$ cat config.mk
export PLATFORM = sky130hd
export DESIGN_NAME = huffman_canon_decoder
export DESIGN_NICKNAME = d
export VERILOG_FILES = /design/src/rtl/huffman_pkg.sv /design/src/rtl/huffman_bit_buffer.sv /design/src/rtl/huffman_canon_decoder.sv
export SDC_FILE = /design/constraint.sdc
export NUM_CORES = 1
export LEC_CHECK = 0
export CAP_MARGIN = 10
export CORE_MARGIN = 4
export CORE_UTILIZATION = 50
export DETAILED_ROUTE_END_ITERATION = 12
export PLACE_DENSITY = 0.72
export SETUP_SLACK_MARGIN = 0.2
export SYNTH_ARGS = -nofsm -noshare
export SYNTH_HDL_FRONTEND = slang
export SYNTH_HIERARCHICAL = 1
export SYNTH_SLANG_ARGS = --single-unit
export TNS_END_PERCENT = 1
$ cat constraint.sdc
create_clock -name clk -period 12.5 [get_ports clk]
set_input_delay 3.75 -clock clk [delete_from_list [all_inputs] [get_ports clk]]
set_output_delay 3.75 -clock clk [all_outputs]
set_load 0.01 [all_outputs]
$ cat src/rtl/huffman_pkg.sv
// Shared definitions for the canonical Huffman decoder: FSM states, default
// geometry and the canonical-index width helper.
package huffman_pkg;

    typedef enum logic [1:0] {
        S_CFG,
        S_BUILD,
        S_RUN,
        S_ERR
    } state_t;

    localparam int DEF_MAX_CODE = 9;
    localparam int DEF_SYM_W    = 4;

    function automatic int canon_idx_w(input int num_syms);
        return (num_syms > 1) ? $clog2(num_syms) : 1;
    endfunction

endpackage

$ cat src/rtl/huffman_bit_buffer.sv
// MSB-aligned bit buffer: buf_data[BUF_W-1] is the oldest bit. Shifts out a
// decoded code and appends a new chunk behind the remaining bits in one cycle.
module huffman_bit_buffer #(
    parameter int BUF_W = 13,
    parameter int IN_W  = 4,
    parameter int LEN_W = 3,
    parameter int SH_W  = 4,
    parameter int BCW   = 4
) (
    input  logic             clk,
    input  logic             reset,
    input  logic             flush,
    input  logic             shift_en,
    input  logic [SH_W-1:0]  shift_len,
    input  logic             load_en,
    input  logic [IN_W-1:0]  load_data,
    input  logic [LEN_W-1:0] load_len,
    output logic [BUF_W-1:0] buf_data,
    output logic [BCW-1:0]   bit_count
);

    logic [BCW-1:0]   shift_amt;
    logic [BCW-1:0]   load_amt;
    logic [BCW-1:0]   remain;
    logic [IN_W-1:0]  chunk;
    logic [BUF_W-1:0] shifted;
    logic [BUF_W-1:0] placed;
    logic [BUF_W-1:0] buf_next;
    logic [BCW-1:0]   count_next;

    always_comb begin
        shift_amt  = shift_en ? BCW'(shift_len) : '0;
        load_amt   = load_en ? BCW'(load_len) : '0;
        remain     = bit_count - shift_amt;
        // Bits of s_data above s_len are don't-care on the wire; drop them.
        chunk      = load_data & ~({IN_W{1'b1}} << load_len);
        shifted    = buf_data << shift_amt;
        placed     = '0;
        if (load_en) begin
            placed = BUF_W'(chunk) << (BCW'(BUF_W) - remain - load_amt);
        end
        buf_next   = shifted | placed;
        count_next = remain + load_amt;
    end

    always_ff @(posedge clk or posedge reset) begin
        if (reset) begin
            buf_data  <= '0;
            bit_count <= '0;
        end else if (flush) begin
            buf_data  <= '0;
            bit_count <= '0;
        end else begin
            buf_data  <= buf_next;
            bit_count <= count_next;
        end
    end

endmodule

$ cat src/rtl/huffman_canon_decoder.sv
// Run-time programmable canonical Huffman decoder: loadable length/symbol
// tables, a one-length-per-cycle table build, and single-cycle parallel decode.
module huffman_canon_decoder
    import huffman_pkg::*;
#(
    parameter int MAX_CODE = DEF_MAX_CODE,
    parameter int SYM_W    = DEF_SYM_W,
    parameter int NUM_SYMS = 16,
    parameter int IN_W     = 4,
    localparam int IDX_W   = canon_idx_w(NUM_SYMS),
    localparam int CNT_W   = $clog2(NUM_SYMS + 1),
    localparam int LEN_W   = $clog2(IN_W + 1),
    localparam int LW      = $clog2(MAX_CODE + 1)
) (
    input  logic             clk,
    input  logic             reset,
    input  logic             cfg_len_we,
    input  logic [LW-1:0]    cfg_len_idx,
    input  logic [CNT_W-1:0] cfg_len_count,
    input  logic             cfg_sym_we,
    input  logic [IDX_W-1:0] cfg_sym_addr,
    input  logic [SYM_W-1:0] cfg_sym_data,
    input  logic             cfg_commit,
    output logic             cfg_busy,
    output logic             cfg_err,
    output logic             dec_err,
    input  logic             s_valid,
    input  logic [IN_W-1:0]  s_data,
    input  logic [LEN_W-1:0] s_len,
    output logic             s_ready,
    output logic             m_valid,
    output logic [SYM_W-1:0] m_data,
    input  logic             m_ready
);

    localparam int BUF_W = MAX_CODE + IN_W;
    localparam int BCW   = $clog2(BUF_W + 1);
    localparam int FW    = MAX_CODE + 1;
    localparam int EW    = MAX_CODE + CNT_W + 2;

    state_t state_q, state_d;

    logic        [CNT_W-1:0] count_q [1:MAX_CODE];
    logic        [FW-1:0]    first_q [1:MAX_CODE];
    logic        [CNT_W-1:0] base_q  [1:MAX_CODE];
    logic signed [SYM_W-1:0] sym_q   [NUM_SYMS];

    logic [LW-1:0]    build_len;
    logic [FW-1:0]    acc_first;
    logic [CNT_W-1:0] acc_base;
    logic             kraft_bad;

    logic [BUF_W-1:0] buf_data;
    logic [BCW-1:0]   bit_count;

    logic                    hit;
    logic [LW-1:0]           hit_len;
    logic [EW-1:0]           hit_idx;
    logic [EW-1:0]           code_ext;
    logic [EW-1:0]           first_ext;
    logic signed [SYM_W-1:0] sym_out;

    logic commit_go;
    logic take;
    logic load_en;
    logic no_match;

    assign commit_go = cfg_commit && (state_q != S_BUILD);
    assign cfg_busy  = (state_q == S_BUILD);
    assign s_ready   = (state_q == S_RUN) && ((BCW'(BUF_W) - bit_count) >= BCW'(IN_W));
    assign load_en   = s_valid && s_ready && (s_len != '0) && (s_len <= LEN_W'(IN_W));
    assign take      = (state_q == S_RUN) && hit && (!m_valid || m_ready);
    assign no_match  = (state_q == S_RUN) && !hit && (bit_count >= BCW'(MAX_CODE));

    // Oversubscription check for the length currently being built.
    always_comb begin
        kraft_bad = 1'b0;
        if (state_q == S_BUILD) begin
            kraft_bad = (EW'(acc_first) + EW'(count_q[build_len])) > (EW'(1) << build_len);
        end
    end

    // All code lengths are compared in parallel; the shortest match wins.
    always_comb begin
        hit       = 1'b0;
        hit_len   = '0;
        hit_idx   = '0;
        code_ext  = '0;
        first_ext = '0;
        for (int l = 1; l <= MAX_CODE; l++) begin
            code_ext  = EW'(buf_data >> (BUF_W - l));
            first_ext = EW'(first_q[l]);
            if (!hit && (EW'(bit_count) >= EW'(l)) && (count_q[l] != '0) &&
                (code_ext >= first_ext) &&
                ((code_ext - first_ext) < EW'(count_q[l]))) begin
                hit     = 1'b1;
                hit_len = LW'(l);
                hit_idx = EW'(base_q[l]) + code_ext - first_ext;
            end
        end
        sym_out = '0;
        if (hit_idx < EW'(NUM_SYMS)) begin
            sym_out = sym_q[hit_idx[IDX_W-1:0]];
        end
    end

    huffman_bit_buffer #(
        .BUF_W(BUF_W),
        .IN_W (IN_W),
        .LEN_W(LEN_W),
        .SH_W (LW),
        .BCW  (BCW)
    ) u_bit_buffer (
        .clk      (clk),
        .reset    (reset),
        .flush    (commit_go),
        .shift_en (take),
        .shift_len(hit_len),
        .load_en  (load_en),
        .load_data(s_data),
        .load_len (s_len),
        .buf_data (buf_data),
        .bit_count(bit_count)
    );

    always_ff @(posedge clk or posedge reset) begin
        if (reset) begin
            state_q <= S_CFG;
        end else begin
            state_q <= state_d;
        end
    end

    always_comb begin
        state_d = state_q;
        if (commit_go) begin
            state_d = S_BUILD;
        end else begin
            case (state_q)
                S_BUILD: begin
                    if (kraft_bad) begin
                        state_d = S_ERR;
                    end else if (build_len == LW'(MAX_CODE)) begin
                        state_d = S_RUN;
                    end
                end
                S_RUN: begin
                    if (no_match) begin
                        state_d = S_ERR;
                    end
                end
                default: state_d = state_q;
            endcase
        end
    end

    always_ff @(posedge clk or posedge reset) begin
        if (reset) begin
            for (int l = 1; l <= MAX_CODE; l++) begin
                count_q[l] <= '0;
                first_q[l] <= '0;
                base_q[l]  <= '0;
            end
            for (int i = 0; i < NUM_SYMS; i++) begin
                sym_q[i] <= '0;
            end
            build_len <= '0;
            acc_first <= '0;
            acc_base  <= '0;
            cfg_err   <= 1'b0;
            dec_err   <= 1'b0;
            m_valid   <= 1'b0;
            m_data    <= '0;
        end else begin
            if (cfg_len_we && (state_q != S_BUILD) && (cfg_len_idx != '0) &&
                (cfg_len_idx <= LW'(MAX_CODE))) begin
                count_q[cfg_len_idx] <= cfg_len_count;
            end
            if (cfg_sym_we && (state_q != S_BUILD) && (EW'(cfg_sym_addr) < EW'(NUM_SYMS))) begin
                sym_q[cfg_sym_addr] <= cfg_sym_data;
            end
            if (commit_go) begin
                build_len <= LW'(1);
                acc_first <= '0;
                acc_base  <= '0;
                cfg_err   <= 1'b0;
                dec_err   <= 1'b0;
                m_valid   <= 1'b0;
            end else begin
                if (state_q == S_BUILD) begin
                    first_q[build_len] <= acc_first;
                    base_q[build_len]  <= acc_base;
                    acc_first <= FW'((acc_first + FW'(count_q[build_len])) << 1);
                    acc_base  <= acc_base + count_q[build_len];
                    build_len <= build_len + LW'(1);
                    if (kraft_bad) begin
                        cfg_err <= 1'b1;
                    end
                end
                if (no_match) begin
                    dec_err <= 1'b1;
                end
                // A new symbol replaces the old one on the handshake edge.
                if (take) begin
                    m_valid <= 1'b1;
                    m_data  <= sym_out;
                end else if (m_ready) begin
                    m_valid <= 1'b0;
                end
            end
        end
    end

endmodule
==> metrics.log <==
INFO  metric status = completed
INFO  metric grt_antenna_before_repair = 1
INFO  metric worst_hold_path_type = reg2reg
INFO  metric place.detailed.hpwl = 43600 µm
INFO  metric nets = 2395
INFO  metric synth_warnings = 6
INFO  metric std_cell_rows = 74
INFO  metric route.antenna.remaining_nets = 0
INFO  metric global_route.overflow_total = 0
INFO  metric report.final.slew_viol_count = 0
INFO  metric clk_pin_slew = 60 ps
INFO  metric rsz0062_at_grt = no
INFO  metric holdWs = 498 ps
INFO  metric synthDominantAreaCellType = sky130_fd_sc_hd__dfrtp_1
INFO  metric synth_seq_area_share = 33.7%
INFO  metric largest_net_degree_at_the_start_of_global_routing = 117
INFO  metric fmaxAchievable = 114 MHz
INFO  metric timing.critical_path.to_type = flip-flop
INFO  metric crit_type = reg2reg
INFO  metric die_y = 211 µm
INFO  metric first_global_vias = 16496
INFO  metric port_bufs = 39
INFO  metric hold_buffers = 0
INFO  metric post_synth_main_area_contributors = sky130_fd_sc_hd__dfrtp_1 (34%), sky130_fd_sc_hd__ha_1 (12%), sky130_fd_sc_hd__mux2_2 (11%)
INFO  metric drv_cap = 0
INFO  metric ys_dominant_reg_cell = sky130_fd_sc_hd__dfrtp_1
INFO  metric vias_per_cell = 6.15
INFO  metric worst-endpoint-required = 12980 ps
INFO  metric ys_types = 95
INFO  metric wl_per_cell = 22.5 µm
INFO  metric floorplan.die.width = 211 µm
INFO  metric timing.max_slew.rel_slack = 22.3%
INFO  metric total_power_divided_by_cell_area = 272 mW/mm²
INFO  metric yosys.area.top_type_share = 33.7%
INFO  metric synth_enable_flop_cells = 0
INFO  metric cts_setup_buffers = 0
INFO  metric grt_util_all_layers = 27.1%
INFO  metric synthesis.instances = 2116
INFO  metric gpl.final_weighted_congestion = 1.01
INFO  metric power.leakage = 10.6 nW
INFO  metric ir_worst_vdd = 0.132 mV
INFO  metric cts.sinks = 279
INFO  metric final_min_period_over_clock_period = 70.4%
INFO  metric detailedRoute.firstPassIterationCount = 6
INFO  metric drive_above_1_share = 14.7%
INFO  metric first_iter_violations = 1568
INFO  metric finalWorstPathRequiredPeriod = 8800 ps
INFO  metric setup.worst_path.start_class = flip-flop
INFO  metric placed_area = 0.0215 mm²
INFO  metric ctsResizeCount = 0
INFO  metric timing.final.hold_violations = 0
INFO  metric cts_tree = yes
INFO  metric die_area = 0.0447 mm²
INFO  metric avgSynthCellArea = 9.78 µm²
INFO  metric cts-root-to-sink-buffers = 3
INFO  metric post-route-drc-count = 0
INFO  metric setup_tns = 0 ps
INFO  metric layout.core_utilization = 55.6%
INFO  metric ctsHtreeMaxLevel = 2
INFO  metric finClkSkew = 30.6 ps
INFO  metric synth_async_sr_flop_share = 100%
INFO  metric arrival = 9280 ps
INFO  metric grt_first_pass_wirelength = 94400 µm
INFO  metric least_margin_pin_slew = 1160 ps
INFO  metric synthesis.area = 0.0207 mm²
INFO  metric cts.root.buffer_cell = sky130_fd_sc_hd__clkbuf_16
INFO  metric syn-num-nets = 2377
INFO  metric route.vias.total = 16574
INFO  metric setup_violations = 0
INFO  metric insertion_delay = 580 ps
INFO  metric critPathMaxFanout = 17
INFO  metric area_growth = 9.97%
INFO  metric routed_wl = 60600 µm
INFO  metric top_level_ports = 40
INFO  metric synth_seq_cells = 279
INFO  metric design_area = 0.0228 mm²
INFO  metric initial_core_util = 50.6%
INFO  metric core_region_area = 0.0409 mm²
INFO  metric cts_buffers = 36
==> kinds of logic after synthesis <==
group | count (synthesis) | synth area share (%)
AO/OA/AOI/OAI | 425 | 13.9
XOR/XNOR | 70 | 3.19
adder cells (fa/ha/maj) | 230 | 15.3
buffers and inverters | 319 | 6.10
flip-flops | 279 | 33.7
multiplexers | 263 | 14.6
AND/OR/NAND/NOR | 530 | 13.2
==> cells in the final DEF, fill, tap and decap left out, types with 38 or more instances in the layout <==
cell type / count
sky130_fd_sc_hd__mux2i_1: 49
sky130_fd_sc_hd__xnor2_1: 48
sky130_fd_sc_hd__nand2_1: 146
sky130_fd_sc_hd__nand2b_1: 39
sky130_fd_sc_hd__ha_1: 192
sky130_fd_sc_hd__a21oi_1: 80
sky130_fd_sc_hd__clkdlybuf4s50_1: 39
sky130_fd_sc_hd__dfrtp_1: 279
sky130_fd_sc_hd__inv_1: 243
sky130_fd_sc_hd__fa_1: 38
sky130_fd_sc_hd__o21ai_0: 113
sky130_fd_sc_hd__nor3_1: 40
sky130_fd_sc_hd__mux2_2: 202
sky130_fd_sc_hd__nor2_1: 109
==> critical path: stages, from the launching register on <==
cell                       delay, ps
sky130_fd_sc_hd__dfrtp_1         910
sky130_fd_sc_hd__inv_1           620
sky130_fd_sc_hd__ha_1            410
sky130_fd_sc_hd__inv_1           100
sky130_fd_sc_hd__a21oi_1          80
sky130_fd_sc_hd__nor2_1          130
sky130_fd_sc_hd__xnor2_1         100
sky130_fd_sc_hd__ha_1            180
sky130_fd_sc_hd__nor4_1          280
sky130_fd_sc_hd__nor3b_2         370
sky130_fd_sc_hd__a21boi_2        180
sky130_fd_sc_hd__nand4_1         260
sky130_fd_sc_hd__nor3_4          100
sky130_fd_sc_hd__a21oi_1         290
sky130_fd_sc_hd__nor2b_1         780
sky130_fd_sc_hd__and2_1          480
sky130_fd_sc_hd__clkinv_1        390
sky130_fd_sc_hd__fa_1            520
sky130_fd_sc_hd__xnor2_1         270
sky130_fd_sc_hd__inv_1           120
sky130_fd_sc_hd__ha_1            370
sky130_fd_sc_hd__fa_1            450
sky130_fd_sc_hd__xnor2_1         230
sky130_fd_sc_hd__xor3_1          380
sky130_fd_sc_hd__or4_1           530
sky130_fd_sc_hd__a31oi_1         140
==> per-layer routing <==
layer  part of all wire, %  wire length [µm]  track usage (%)
met5                     0                 0                0
met1                    43             25800             37.1
met3                   7.2              4360             4.65
met4                   4.5              2750             10.8
met2                    46             27700             43.4
==> per-stage QoR <==
step	setup slack [ps]	power, mW	cells
2_1_floorplan	1540	4.15	2116
3_3_place_gp	3750	4.90	2627
3_5_place_dp	3570	5.03	2627
4_1_cts	3820	6.16	2692
5_1_grt	3250	6.66	2693
6_report	3700	6.19	2694
==> final timing paths <==
path,from,to,slack [ps],cells past startpoint
min reg2reg,sym_q[57],sym_q[57],500,1
max,u_bit_buffer/buf_data[11],u_bit_buffer/buf_data[10],3700,25
min in group asynchronous,reset,u_bit_buffer/buf_data[8],3780,2
max in group asynchronous,reset,count_q[11],7120,3
min,sym_q[57],sym_q[57],500,1
max reg2reg,u_bit_buffer/buf_data[11],u_bit_buffer/buf_data[10],3700,25
==> synthesized netlist by cell type (all sizes together) (19+ instances only) <==
library cell / count
a21oi: 80
buf: 30
clkbuf: 42
dfrtp: 279
fa: 38
ha: 192
inv: 245
mux2: 203
mux2i: 49
nand2: 147
nand2b: 39
nand3: 31
nor2: 110
nor2b: 37
nor3: 42
o21a: 30
o21ai: 118
xnor2: 49
xor2: 19
==> power by group <==
group	internal, mW	switching, mW	total (mW)
combinational	1.56	1.83	3.40
clock	0.650	0.442	1.09
sequential	1.26	0.439	1.70
==> area by class of cell <==
type,count,area [µm²]
antenna,1,2.50
clock buffer,45,985
clock inverter,20,255
fill,3568,18200
inverter,247,935
multi-input combinational,1518,12500
sequential,279,6980
tap,532,666
timing repair buffer,52,485
==> registers in the layout, indices dropped and copies added (netlist names), 5 cells and up <==
signal,count
first_ext,9
acc_first,9
u_bit_buffer/buf_data,13
count_q,45
sym_q,64
acc_base,5
base_q,45
first_q,72
No activity file was read; power rests on OpenSTA's default activity.
